File: config.mk
export PLATFORM = sky130hd
export DESIGN_NAME = vga_plot_arbiter
export DESIGN_NICKNAME = d
export VERILOG_FILES = /design/src/rtl/vga_pkg.sv /design/src/rtl/rr_picker.sv /design/src/rtl/vga_plot_arbiter.sv
export SDC_FILE = /design/constraint.sdc
export NUM_CORES = 1
export LEC_CHECK = 0
export CAP_MARGIN = 20
export CORE_UTILIZATION = 45
export DETAILED_ROUTE_END_ITERATION = 6
export HOLD_SLACK_MARGIN = 0.15
export PLACE_DENSITY_LB_ADDON = 0.08
export SYNTH_ARGS = -nofsm -noshare
export SYNTH_HDL_FRONTEND = slang
export SYNTH_SLANG_ARGS = --single-unit
File: constraint.sdc
create_clock -name clk -period 8.55 [get_ports clk]
set_clock_uncertainty 0.15 [all_clocks]
set_input_delay 2.1375 -clock clk [delete_from_list [all_inputs] [get_ports clk]]
set_output_delay 2.1375 -clock clk [all_outputs]
set_load 0.05 [all_outputs]
File: src/rtl/vga_pkg.sv
`default_nettype none
// +------------------------------------------------------------------+
// | vga_pkg : shared screen geometry, pixel field widths, FSM states |
// | Rev 1.0                                                          |
// +------------------------------------------------------------------+
package vga_pkg;

    localparam int SCREEN_W = 160;
    localparam int SCREEN_H = 120;
    localparam int X_W      = 8;
    localparam int Y_W      = 7;
    localparam int COLOUR_W = 9;

    typedef enum logic [1:0] {
        ST_IDLE = 2'd0,
        ST_DRAW = 2'd1,
        ST_DONE = 2'd2
    } state_t;

endpackage
`default_nettype wire

File: src/rtl/rr_picker.sv
`default_nettype none
// +------------------------------------------------------------------+
// | rr_picker : combinational round-robin winner select              |
// | Rev 1.0                                                          |
// +------------------------------------------------------------------+
module rr_picker #(
    parameter int NUM_REQ = 3,
    parameter int IDX_W   = 2
) (
    input  logic [NUM_REQ-1:0] i_req,
    input  logic [IDX_W-1:0]   i_last,
    output logic [NUM_REQ-1:0] o_winner,
    output logic [IDX_W-1:0]   o_idx,
    output logic               o_valid
);

    // Search upward from the slot after the previous winner, wrapping.
    always_comb begin
        int j;
        j        = 0;
        o_winner = '0;
        o_idx    = '0;
        o_valid  = 1'b0;
        for (int k = 1; k <= NUM_REQ; k++) begin
            j = (int'(i_last) + k) % NUM_REQ;
            if (!o_valid && i_req[IDX_W'(j)]) begin
                o_valid              = 1'b1;
                o_winner[IDX_W'(j)]  = 1'b1;
                o_idx                = IDX_W'(j);
            end
        end
    end

endmodule
`default_nettype wire

File: src/rtl/vga_plot_arbiter.sv
`default_nettype none
// +------------------------------------------------------------------+
// | vga_plot_arbiter : round-robin rectangle-fill sequencer sharing  |
// |                    the VGA adapter plot port                     |
// | Rev 1.0                                                          |
// +------------------------------------------------------------------+
module vga_plot_arbiter #(
    parameter int NUM_REQ  = 3,
    parameter int SCREEN_W = vga_pkg::SCREEN_W,
    parameter int SCREEN_H = vga_pkg::SCREEN_H
) (
    input  logic                                   clk,
    input  logic                                   reset,
    input  logic [NUM_REQ-1:0]                     req,
    input  logic [vga_pkg::X_W*NUM_REQ-1:0]        rect_x,
    input  logic [vga_pkg::Y_W*NUM_REQ-1:0]        rect_y,
    input  logic [vga_pkg::X_W*NUM_REQ-1:0]        rect_w,
    input  logic [vga_pkg::Y_W*NUM_REQ-1:0]        rect_h,
    input  logic [vga_pkg::COLOUR_W*NUM_REQ-1:0]   rect_colour,
    output logic [NUM_REQ-1:0]                     grant,
    output logic [NUM_REQ-1:0]                     done,
    output logic                                   busy,
    output logic [vga_pkg::X_W-1:0]                oX,
    output logic [vga_pkg::Y_W-1:0]                oY,
    output logic [vga_pkg::COLOUR_W-1:0]           oColour,
    output logic                                   oPlot
);

    import vga_pkg::*;

    localparam int IDX_W = (NUM_REQ > 1) ? $clog2(NUM_REQ) : 1;

    logic [X_W-1:0]      w_x   [NUM_REQ];
    logic [Y_W-1:0]      w_y   [NUM_REQ];
    logic [X_W-1:0]      w_w   [NUM_REQ];
    logic [Y_W-1:0]      w_h   [NUM_REQ];
    logic [COLOUR_W-1:0] w_col [NUM_REQ];

    for (genvar gi = 0; gi < NUM_REQ; gi++) begin : g_unpack
        assign w_x[gi]   = rect_x[X_W*gi +: X_W];
        assign w_y[gi]   = rect_y[Y_W*gi +: Y_W];
        assign w_w[gi]   = rect_w[X_W*gi +: X_W];
        assign w_h[gi]   = rect_h[Y_W*gi +: Y_W];
        assign w_col[gi] = rect_colour[COLOUR_W*gi +: COLOUR_W];
    end

    state_t              r_state, w_next;
    logic [X_W-1:0]      r_x0, r_w, r_cx, r_ox;
    logic [Y_W-1:0]      r_y0, r_h, r_cy, r_oy;
    logic [COLOUR_W-1:0] r_col, r_ocol;
    logic [IDX_W-1:0]    r_last, r_idx;
    logic [NUM_REQ-1:0]  r_grant, r_done;
    logic                r_busy, r_plot;

    logic [NUM_REQ-1:0]  w_winner;
    logic [IDX_W-1:0]    w_idx;
    logic                w_valid;
    logic [X_W:0]        w_px_x;
    logic [Y_W:0]        w_px_y;
    logic                w_row_end, w_last_px, w_zero;

    rr_picker #(
        .NUM_REQ (NUM_REQ),
        .IDX_W   (IDX_W)
    ) u_picker (
        .i_req    (req),
        .i_last   (r_last),
        .o_winner (w_winner),
        .o_idx    (w_idx),
        .o_valid  (w_valid)
    );

    assign w_px_x    = {1'b0, r_x0} + {1'b0, r_cx};
    assign w_px_y    = {1'b0, r_y0} + {1'b0, r_cy};
    assign w_row_end = (r_cx == r_w - 8'd1);
    assign w_last_px = w_row_end && (r_cy == r_h - 7'd1);
    assign w_zero    = (w_w[w_idx] == '0) || (w_h[w_idx] == '0);

    // A pending done pulse marks the first IDLE cycle, which never grants.
    always_comb begin
        w_next = r_state;
        case (r_state)
            ST_IDLE: if (!(|r_done) && w_valid) w_next = w_zero ? ST_DONE : ST_DRAW;
            ST_DRAW: if (w_last_px) w_next = ST_DONE;
            ST_DONE: w_next = ST_IDLE;
            default: w_next = ST_IDLE;
        endcase
    end

    always_ff @(posedge clk or posedge reset) begin
        if (reset) begin
            r_state <= ST_IDLE;
            r_x0    <= '0;
            r_y0    <= '0;
            r_w     <= '0;
            r_h     <= '0;
            r_col   <= '0;
            r_cx    <= '0;
            r_cy    <= '0;
            r_last  <= IDX_W'(NUM_REQ - 1);
            r_idx   <= '0;
            r_grant <= '0;
            r_done  <= '0;
            r_busy  <= 1'b0;
            r_ox    <= '0;
            r_oy    <= '0;
            r_ocol  <= '0;
            r_plot  <= 1'b0;
        end else begin
            r_state <= w_next;
            r_done  <= '0;
            r_plot  <= 1'b0;
            case (r_state)
                ST_IDLE: begin
                    if (|r_done) begin
                        r_grant <= '0;
                        r_busy  <= 1'b0;
                    end else if (w_valid) begin
                        r_x0    <= w_x[w_idx];
                        r_y0    <= w_y[w_idx];
                        r_w     <= w_w[w_idx];
                        r_h     <= w_h[w_idx];
                        r_col   <= w_col[w_idx];
                        r_idx   <= w_idx;
                        r_grant <= w_winner;
                        r_busy  <= 1'b1;
                        r_cx    <= '0;
                        r_cy    <= '0;
                    end
                end
                ST_DRAW: begin
                    r_ox   <= w_px_x[X_W-1:0];
                    r_oy   <= w_px_y[Y_W-1:0];
                    r_ocol <= r_col;
                    r_plot <= (w_px_x < 9'(SCREEN_W)) && (w_px_y < 8'(SCREEN_H));
                    if (w_row_end) begin
                        r_cx <= '0;
                        r_cy <= r_cy + 7'd1;
                    end else begin
                        r_cx <= r_cx + 8'd1;
                    end
                end
                ST_DONE: begin
                    r_done <= r_grant;
                    r_last <= r_idx;
                end
                default: ;
            endcase
        end
    end

    assign grant   = r_grant;
    assign done    = r_done;
    assign busy    = r_busy;
    assign oX      = r_ox;
    assign oY      = r_oy;
    assign oColour = r_ocol;
    assign oPlot   = r_plot;

endmodule
`default_nettype wire

==> results.py, run 1 <==
metrics = {
    "placed_design": {
        "dp_hpwl_um": 10400,
        "gp_congestion": 0.823,
        "dp_cells": 935,
        "port_buffers": 153,
    },
    "synth": {
        "avgSynthCellArea_um2": 8.80,
        "ys.flop_type": "dfrtp_1",
        "synth_edf_count": 0,
        "yosys-top-cells-area": "dfrtp_1, nand2_1, mux2i_1, o21ai_1, ha_1",
        "yosysMostFrequentCell": "nand2_1",
        "synth.distinct_cells": 58,
        "postSynthCellCount": 642,
        "synth-seq-cells": 92,
        "syn-num-nets": 789,
        "ys_async_sr_fraction_pct": 100,
        "ys_warn_count": 0,
        "netlist_area_um2": 5650,
        "yosysTopAreaCellShare_pct": 40.3,
        "synthTopCellsByCount": "nand2_1, dfrtp_1, o21ai_1",
        "ys_seq_area_share_pct": 40.8,
        "yosysTopAreaCell": "dfrtp_1",
    },
    "clock_network": {
        "root_buffer": "clkbuf_16",
        "cts_inserted_buffers": 9,
        "ctsResizeCount": 0,
        "htree_levels": 3,
        "cts_hold_buf": 0,
        "clk_latency_ns": 0.34,
        "path_clk_slew_ns": 0.06,
        "clkSinkCount": 92,
        "cts_max_path_buffers": 2,
        "cts_setup_buffers": 0,
        "cts_tree": "done",
    },
    "timing": {
        "period_needed_ns": 4.91,
        "setup_viol": 0,
        "worst_pin_slew_ns": 0.813,
        "fin_setup_tns_ns": 0,
        "rsz0062_at_grt": "false",
        "hold_viol": 0,
        "max_freq_mhz": 204,
        "drv_slew": 0,
        "fin_crit_sh_pct": 57.4,
        "relSlewSlack_pct": 45.8,
    },
    "critical_path": {
        "crit_top_cell": "mux2i_1",
        "critPathMaxStageDelay_ns": 0.58,
        "path_max_fanout": 75,
        "worstSetupPathType": "in2reg",
        "cp.buffers_inverters": 2,
        "cp_cell_sequence": "clkdlybuf4s50_1 -> mux2i_1 -> mux2i_1 -> o32a_1 -> o21ai_4 -> buf_4 -> mux2i_1 -> and3_1 -> nand4_2 -> o21ai_2 -> o211ai_1",
        "arrival_ns": 4.95,
        "critPathLaunchType": "primary input",
        "worstSetupEndpointType": "flip-flop",
        "worstPathRequired_ns": 8.59,
        "cp_top_family": "buffers and inverters",
        "cpMaxStageDelayCell": "buf_4",
    },
    "floorplanning": {
        "rows": 40,
        "fp.dieArea_um2": 13000,
        "fp.coreArea_um2": 12100,
        "die_h_um": 114,
        "start_util_pct": 46.6,
        "io_pins": 154,
        "die_w_um": 114,
    },
    "power": {
        "seqPwrFrac_pct": 47.2,
        "power_density_nw_per_um2": 123,
        "netSwitchingFraction_pct": 23.1,
        "p_leak_nw": 3.37,
        "internal_power_w": 0.000710,
        "clockPowerShare_pct": 39.0,
        "power_frac_comb_pct": 13.9,
        "peakVddDrop_mv": 0.0746,
        "power_switching_w": 0.000213,
    },
    "detailed_routing": {
        "finalWirelength_um": 13700,
        "antenna_left": 0,
        "vias": 4956,
        "dr.first_iter.drc_count": 182,
        "viasPerCell": 5.22,
        "wl_per_cell_um": 14.4,
        "drcViolationCount": 0,
        "dr.pass1.iters": 4,
    },
    "grt": {
        "gr-usage-all-layers_pct": 21.7,
        "grt_pass1_vias": 4720,
        "antenna_found_initial": 0,
        "gr-total-overflow": 0,
        "grt_max_degree": 85,
        "grt_pass1_wl_um": 22300,
    },
    "cells_and_area": {
        "area.sequential_um2": 2300,
        "layout.nets": 925,
        "drive_above_1_share_pct": 4.48,
        "diodes": 0,
        "final_cells": 949,
        "syn_to_final_growth_pct": 33.2,
        "fillers": 1084,
        "multi_input_area_um2": 3110,
    },
    "job": {
        "cap_violations": 0,
    },
    "min_path": {
        "hp-class": "reg2reg",
    },
    "outcome": {
        "outcome": "complete, no violations",
    },
}
## metrics by stage
stage               hold slack (ns)  worst slack [ns]  area (um^2)  power [W]  utilization [%]
floorplan                     0.289              3.87         5650   0.000504                -
global placement              0.297              3.43         7270   0.000570             60.0
detailed placement            0.307              3.29         7270   0.000572             60.0
CTS                           0.323              3.65         7520   0.000933             62.1
global route                  0.340              3.40         7520   0.000960             62.1
finish                        0.323              3.64         7520   0.000922             62.1
## layer usage
layer / GRT usage [%] / wire [um] / vias to the layer above
met5: 0 / 0 / -
met4: 7.19 / 221 / 0
met3: 3.88 / 597 / 14
met2: 37.3 / 6800 / 114
met1: 27.6 / 6070 / 2347
li1: - / - / 2481
## area by class of cell
cell class                      count  area share (%)
Clock inverter                      3           0.200
Sequential cell                    92            30.6
Tap cell                          168            2.79
Timing Repair Buffer              159            21.0
Multi-Input combinational cell    498            41.3
Inverter                           18           0.915
Clock buffer                       11            3.23
## power groups by stage
stage | Combinational (W) | Sequential [W] | Clock [W]
2_1_floorplan | 0.0000607 | 0.000443 | 0
5_1_grt | 0.000140 | 0.000435 | 0.000385
3_3_place_gp | 0.000126 | 0.000443 | 0
6_report | 0.000128 | 0.000435 | 0.000359
4_1_cts | 0.000130 | 0.000435 | 0.000368
3_5_place_dp | 0.000129 | 0.000443 | 0
## state kept, by name, indices dropped and copies added (netlist names), 7 cells and up
| register | cells |
|---|---|
| oColour | 9 |
| oX | 8 |
| oY | 7 |
| r_col | 9 |
| r_cx | 8 |
| r_cy | 7 |
| r_h | 7 |
| r_w | 8 |
| r_x0 | 8 |
| r_y0 | 7 |
## placed cells by master (no fill, tap or decap), types with 9 or more instances in the layout
master           count
mux2i_1             42
clkdlybuf4s50_1    153
nor2_1              20
clkbuf_16            9
o21ai_0             42
and3_1              11
o21ai_1             68
xor2_1              13
a21oi_1             15
dfrtp_1             91
ha_1                23
xnor2_1             24
inv_1               16
nand2_1            142
## logic make-up (layout without fill, tap and decap cells)
group	Yosys count	after routing	share of synthesized area, %
compound gates	161	161	16.3
xor+xnor	37	37	5.74
fa+ha+maj	26	26	5.98
buf+inv	52	191	4.59
flops	92	92	40.8
mux	47	47	8.51
simple gates	227	227	18.1
## tightest hold or removal path, cell delays in order (launching register included)
cell	delay (ns)
dfrtp_1	0.34
nand2_1	0.05
nand2_1	0.05
## worst paths after layout
| check | from | end | slack [ns] | cells past startpoint |
|---|---|---|---|---|
| worst max-delay path | req[1] | r_state[0] | 3.64 | 11 |
| worst min-delay path | r_col[4] | oColour[4] | 0.32 | 2 |
| worst max register to register | r_last[1] | r_state[0] | 4.99 | 12 |
| worst min register to register | r_col[4] | oColour[4] | 0.32 | 2 |
| max in group asynchronous | reset | r_idx[0] | 5.09 | 3 |
| min in group asynchronous | reset | oColour[8] | 1.97 | 2 |
Note: power is estimated with default switching activity, not from simulation.
==> run 2, diff against run 1 <==
--- a/config.mk
+++ b/config.mk
@@ -6,7 +6,7 @@
 export NUM_CORES = 1
 export LEC_CHECK = 0
 export CAP_MARGIN = 20
-export CORE_UTILIZATION = 45
+export CORE_UTILIZATION = 44
 export DETAILED_ROUTE_END_ITERATION = 6
 export HOLD_SLACK_MARGIN = 0.15
 export PLACE_DENSITY_LB_ADDON = 0.08
==> constraint.sdc (replaced) <==
create_clock -name clk -period 4.5 [get_ports clk]
set_clock_uncertainty 0.15 [all_clocks]
set_input_delay 1.125 -clock clk [delete_from_list [all_inputs] [get_ports clk]]
set_output_delay 1.125 -clock clk [all_outputs]
set_load 0.05 [all_outputs]
==> run 2 against run 1 <==
  * Via count about the same
  * Routed wire length rose by 1.7%
  * Clock power is 130% higher
  * Global-route usage hardly changed
  * Non-clock buffer count increased by 5
  * Largest cell class unchanged
  * Sequential share of layout area down 0.64 points
  * Sequential power grew 90%
  * First-iteration DRC count is 34% higher
  * Critical path depth down 1
  * Hold slack better by 0.00083 ns
  * Flip-flop and latch count stayed put
  * Utilization fell by 0.98 points
  * Critical endpoint unchanged
==> results.py, run 2 (synthesis results as in run 1) <==
metrics = {
    "timing": {
        "fin_setup_tns_ns": 0,
        "worst_pin_slew_ns": 0.660,
        "setup_viol": 0,
        "hold_viol": 0,
        "fin_crit_sh_pct": 80.3,
        "relSlewSlack_pct": 55.8,
        "period_needed_ns": 3.61,
        "max_freq_mhz": 277,
        "rsz0062_at_grt": "false",
        "drv_slew": 0,
    },
    "outcome": {
        "outcome": "complete, no violations",
    },
    "detailed_routing": {
        "wl_per_cell_um": 14.5,
        "dr.first_iter.drc_count": 243,
        "dr.pass1.iters": 4,
        "vias": 4954,
        "finalWirelength_um": 13900,
        "antenna_left": 0,
        "drcViolationCount": 0,
        "viasPerCell": 5.16,
    },
    "cells_and_area": {
        "area.sequential_um2": 2300,
        "syn_to_final_growth_pct": 36.1,
        "final_common_cell": "clkdlybuf4s50_1",
        "final_cell_mix": "clkdlybuf4s50_1, nand2_1, dfrtp_1",
        "diodes": 0,
        "multi_input_area_um2": 3110,
        "layout.nets": 930,
        "final_util_pct": 61.1,
        "fillers": 1113,
        "drive_above_1_share_pct": 5.46,
    },
    "power": {
        "peakVddDrop_mv": 0.241,
        "power_density_nw_per_um2": 249,
        "p_leak_nw": 3.44,
    },
    "job": {
        "cap_violations": 0,
    },
    "clock_network": {
        "cts_tree": "done",
        "ctsResizeCount": 0,
        "htree_levels": 3,
        "cts_hold_buf": 0,
        "clkSinkCount": 92,
        "cts_max_path_buffers": 2,
        "cts_inserted_buffers": 9,
        "cts_setup_buffers": 0,
        "clk_latency_ns": 0.34,
        "root_buffer": "clkbuf_16",
        "path_clk_slew_ns": 0.07,
    },
    "min_path": {
        "hp-class": "reg2reg",
    },
    "critical_path": {
        "arrival_ns": 3.67,
        "path_max_fanout": 25,
        "r2r_start": "r_last[1]",
        "worstRegToRegCells": 10,
        "worstSetupEndpointType": "flip-flop",
        "worstSetupPathType": "in2reg",
        "endpoint": "r_state[0]",
        "cp-startpoint": "req[1]",
        "r2r_end": "r_state[0]",
        "worstPathRequired_ns": 4.55,
        "r2r_setup_slack_ns": 1.22,
        "critPathLaunchType": "primary input",
    },
    "floorplanning": {
        "start_util_pct": 44.9,
        "die_h_um": 115,
        "die_w_um": 115,
        "fp.coreArea_um2": 12600,
        "io_pins": 154,
        "rows": 41,
        "fp.dieArea_um2": 13300,
    },
    "placed_design": {
        "port_buffers": 153,
        "dp_hpwl_um": 10800,
        "gp_congestion": 0.830,
    },
    "grt": {
        "antenna_found_initial": 0,
        "grt_max_degree": 57,
        "gr-total-overflow": 0,
        "grt_pass1_wl_um": 22600,
        "grt_pass1_vias": 4886,
        "gr-usage-all-layers_pct": 21.7,
    },
}
[run 2: worst min path at each step]
stage	to	from	depth (start not counted)	slack, ns
6_report	oColour[4]	r_col[4]	2	0.32
5_1_grt	oColour[5]	r_col[5]	2	0.35
4_1_cts	oColour[5]	r_col[5]	2	0.33
3_5_place_dp	oColour[6]	r_col[6]	2	0.30
3_3_place_gp	oColour[4]	r_col[4]	2	0.30
2_1_floorplan	oColour[0]	r_col[0]	2	0.29
[run 2: per-stage QoR]
step | hold slack, ns | setup slack (ns) | cell area (um^2) | power [W] | instances
finish | 0.324 | 0.888 | 7680 | 0.00192 | 960
global route | 0.348 | 0.633 | 7680 | 0.00198 | 960
CTS | 0.328 | 0.910 | 7660 | 0.00192 | 959
detailed placement | 0.303 | 0.543 | 7330 | 0.00110 | 943
global placement | 0.302 | 0.700 | 7330 | 0.00109 | 943
floorplan | 0.289 | 0.835 | 5650 | 0.000958 | 642
[run 2: report_power, final]
part	internal [W]	switching [W]	leakage (nW)	total (W)
combinational	0.000147	0.000105	2.05	0.000253
clock	0.000496	0.000341	0.159	0.000837
sequential	0.000826	0	1.23	0.000826
[run 2: cell type report]
type | instances | area share [%]
clock inverters | 7 | 1.37
flip-flops and latches | 92 | 30.0
well taps | 172 | 2.80
repair buffers | 164 | 21.6
multi-input cells | 498 | 40.4
inverters | 18 | 0.896
clock buffers | 9 | 2.93
[run 2: layer usage]
| metal | GRT usage (%) | routed length (um) | vias up |
|---|---|---|---|
| met5 | 0 | 0 | - |
| li1 | - | - | 2511 |
| met2 | 36.9 | 6670 | 115 |
| met4 | 8.23 | 196 | 0 |
| met1 | 28.0 | 6540 | 2313 |
| met3 | 3.11 | 525 | 15 |
[run 2: worst max-delay path: stages]
cell and delay [ns]:
clkdlybuf4s50_1 0.48, mux2i_1 0.29, mux2i_1 0.17, o32a_1 0.23, o21ai_4 0.54, mux2i_1 0.31, and3_1 0.20, nand4_2 0.12
o21ai_2 0.09, o211ai_1 0.10
==> run 3, diff against run 2 <==
==> constraint.sdc (replaced) <==
create_clock -name clk -period 3.2 [get_ports clk]
set_clock_uncertainty 0.15 [all_clocks]
set_input_delay 0.8 -clock clk [delete_from_list [all_inputs] [get_ports clk]]
set_output_delay 0.8 -clock clk [all_outputs]
set_load 0.05 [all_outputs]
==> run 3 against run 2 <==
  * Register-to-register slack got worse by 1.0 ns
  * Sequential power increased by 40%
  * Hold slack got worse by 0.0024 ns
  * Clock power increased by 30%
  * Non-clock buffer count increased by 27
  * Critical endpoint is now r_state[1]
==> results.py, run 3 (synthesis results as in run 1) <==
metrics = {
    "cells_and_area": {
        "diodes": 0,
        "syn_to_final_growth_pct": 39.8,
        "layout.nets": 957,
        "fillers": 1108,
        "final_common_cell": "clkdlybuf4s50_1",
        "final_cell_mix": "clkdlybuf4s50_1, nand2_1, dfrtp_1",
        "fin_area_um2": 7900,
        "final_cells": 987,
        "drive_above_1_share_pct": 8.96,
    },
    "placed_design": {
        "gp_congestion": 0.851,
        "placed_cell_area_um2": 7580,
        "dp_hpwl_um": 11200,
        "port_buffers": 153,
        "dp_cells": 971,
    },
    "grt": {
        "grt_pass1_wl_um": 23400,
        "grt_pass1_vias": 4973,
        "gr-usage-all-layers_pct": 22.7,
        "gr-total-overflow": 0,
        "grt_max_degree": 93,
        "antenna_found_initial": 0,
    },
    "timing": {
        "relSlewSlack_pct": 61.3,
        "worst_pin_slew_ns": 0.580,
        "drv_slew": 0,
        "period_needed_ns": 3.05,
        "max_freq_mhz": 328,
        "hold_viol": 0,
        "fin_crit_sh_pct": 95.2,
        "setup_viol": 0,
    },
    "detailed_routing": {
        "vias": 5134,
        "antenna_left": 0,
        "finalWirelength_um": 14400,
        "dr.first_iter.drc_count": 295,
        "drcViolationCount": 0,
        "dr.pass1.iters": 6,
        "wl_per_cell_um": 14.6,
        "viasPerCell": 5.20,
    },
    "critical_path": {
        "path_max_fanout": 14,
        "crit_top_cell": "buf_4",
        "cpMaxStageDelayCell": "clkdlybuf4s50_1",
        "worstRegToRegCells": 12,
        "r2r_setup_slack_ns": 0.21,
        "cp_cell_sequence": "clkdlybuf4s50_1 -> mux2i_1 -> nor2_1 -> o21ai_0 -> o21ai_4 -> buf_4 -> buf_4 -> and3_1 -> o211ai_1 -> o21ai_2 -> o211a_1",
        "cp.buffers_inverters": 3,
        "worstPathRequired_ns": 3.28,
        "cp-startpoint": "req[1]",
        "arrival_ns": 3.13,
        "endpoint": "r_state[1]",
        "r2r_end": "r_state[0]",
        "critPathLaunchType": "primary input",
        "worstSetupEndpointType": "flip-flop",
        "crit_cells": 11,
        "critPathMaxStageDelay_ns": 0.49,
        "r2r_start": "r_last[1]",
        "worstSetupPathType": "in2reg",
        "cp_top_family": "compound AO/OA/AOI/OAI gates",
    },
    "clock_network": {
        "htree_levels": 3,
        "clkSinkCount": 92,
        "clk_latency_ns": 0.35,
        "path_clk_slew_ns": 0.07,
        "cts_max_path_buffers": 2,
        "cts_tree": "done",
        "root_buffer": "clkbuf_16",
        "cts_hold_buf": 0,
        "cts_inserted_buffers": 9,
        "cts_setup_buffers": 0,
    },
    "floorplanning": {
        "io_pins": 154,
        "die_w_um": 115,
        "fp.coreArea_um2": 12600,
        "fp.dieArea_um2": 13300,
        "start_util_pct": 44.9,
        "rows": 41,
        "die_h_um": 115,
    },
    "min_path": {
        "hp-class": "reg2reg",
    },
    "job": {
        "cap_violations": 0,
    },
    "power": {
        "peakVddDrop_mv": 0.282,
        "power_density_nw_per_um2": 335,
        "p_leak_nw": 3.56,
    },
    "outcome": {
        "outcome": "complete, no violations",
    },
}
## run 3: worst min-delay path: cells and delay by family, from the launching register on
kind,cells,cell delay [ns]
simple gates,2,0.10
flops,1,0.34
## run 3: report_power, final
group	leakage, nW	switching, W	internal, W	total (W)
clock network	0.150	0.000476	0.000619	0.00109
logic	2.19	0.000156	0.000232	0.000389
registers	1.23	0	0.00116	0.00116
total	3.56	0.000632	0.00201	0.00265
## run 3: what timing repair did
action                                  CTS  global route
endpoints found under the setup margin    0             2
endpoints found under the hold margin     0             0
resized for setup                         0             3
## run 3: metrics by stage
stage | utilization (%) | total power (W) | setup slack, ns | hold slack (ns) | TNS, ns
finish | 62.8 | 0.00265 | 0.153 | 0.321 | 0
global route | 62.8 | 0.00275 | -0.00491 | 0.359 | -0.00491
CTS | 62.7 | 0.00267 | 0.136 | 0.322 | 0
detailed placement | 60.3 | 0.00157 | -0.162 | 0.307 | -0.617
global placement | 60.3 | 0.00157 | -0.0570 | 0.298 | -0.0868
floorplan | - | 0.00135 | 0.505 | 0.289 | 0
## run 3: final cells by class
| type | instances | area [um^2] | share of cell area [%] |
|---|---|---|---|
| Timing Repair Buffer | 191 | 1880 | 23.8 |
| Clock inverter | 7 | 82.6 | 1.05 |
| Tap cell | 172 | 215 | 2.73 |
| Multi-Input combinational cell | 498 | 3120 | 39.5 |
| Clock buffer | 9 | 225 | 2.85 |
| Sequential cell | 92 | 2300 | 29.2 |
| Inverter | 18 | 71.3 | 0.903 |
## run 3: worst min path at each step
stage,start,slack [ns],cells past startpoint,end
global placement,r_col[4],0.30,2,oColour[4]
floorplan,r_col[0],0.29,2,oColour[0]
CTS,r_col[5],0.32,2,oColour[5]
detailed placement,r_col[5],0.31,2,oColour[5]
global route,r_col[4],0.36,2,oColour[4]
finish,r_col[5],0.32,2,oColour[5]
## run 3: layer usage
layer / part of all wire (%) / vias to the layer above / global-route usage [%] / wire length (um)
met2: 48 / 125 / 38.8 / 6960
met1: 45 / 2431 / 29.0 / 6490
met3: 4.7 / 19 / 4.11 / 677
li1: - / 2559 / - / -
met5: 0 / - / 0 / 0
met4: 1.7 / 0 / 7.53 / 249
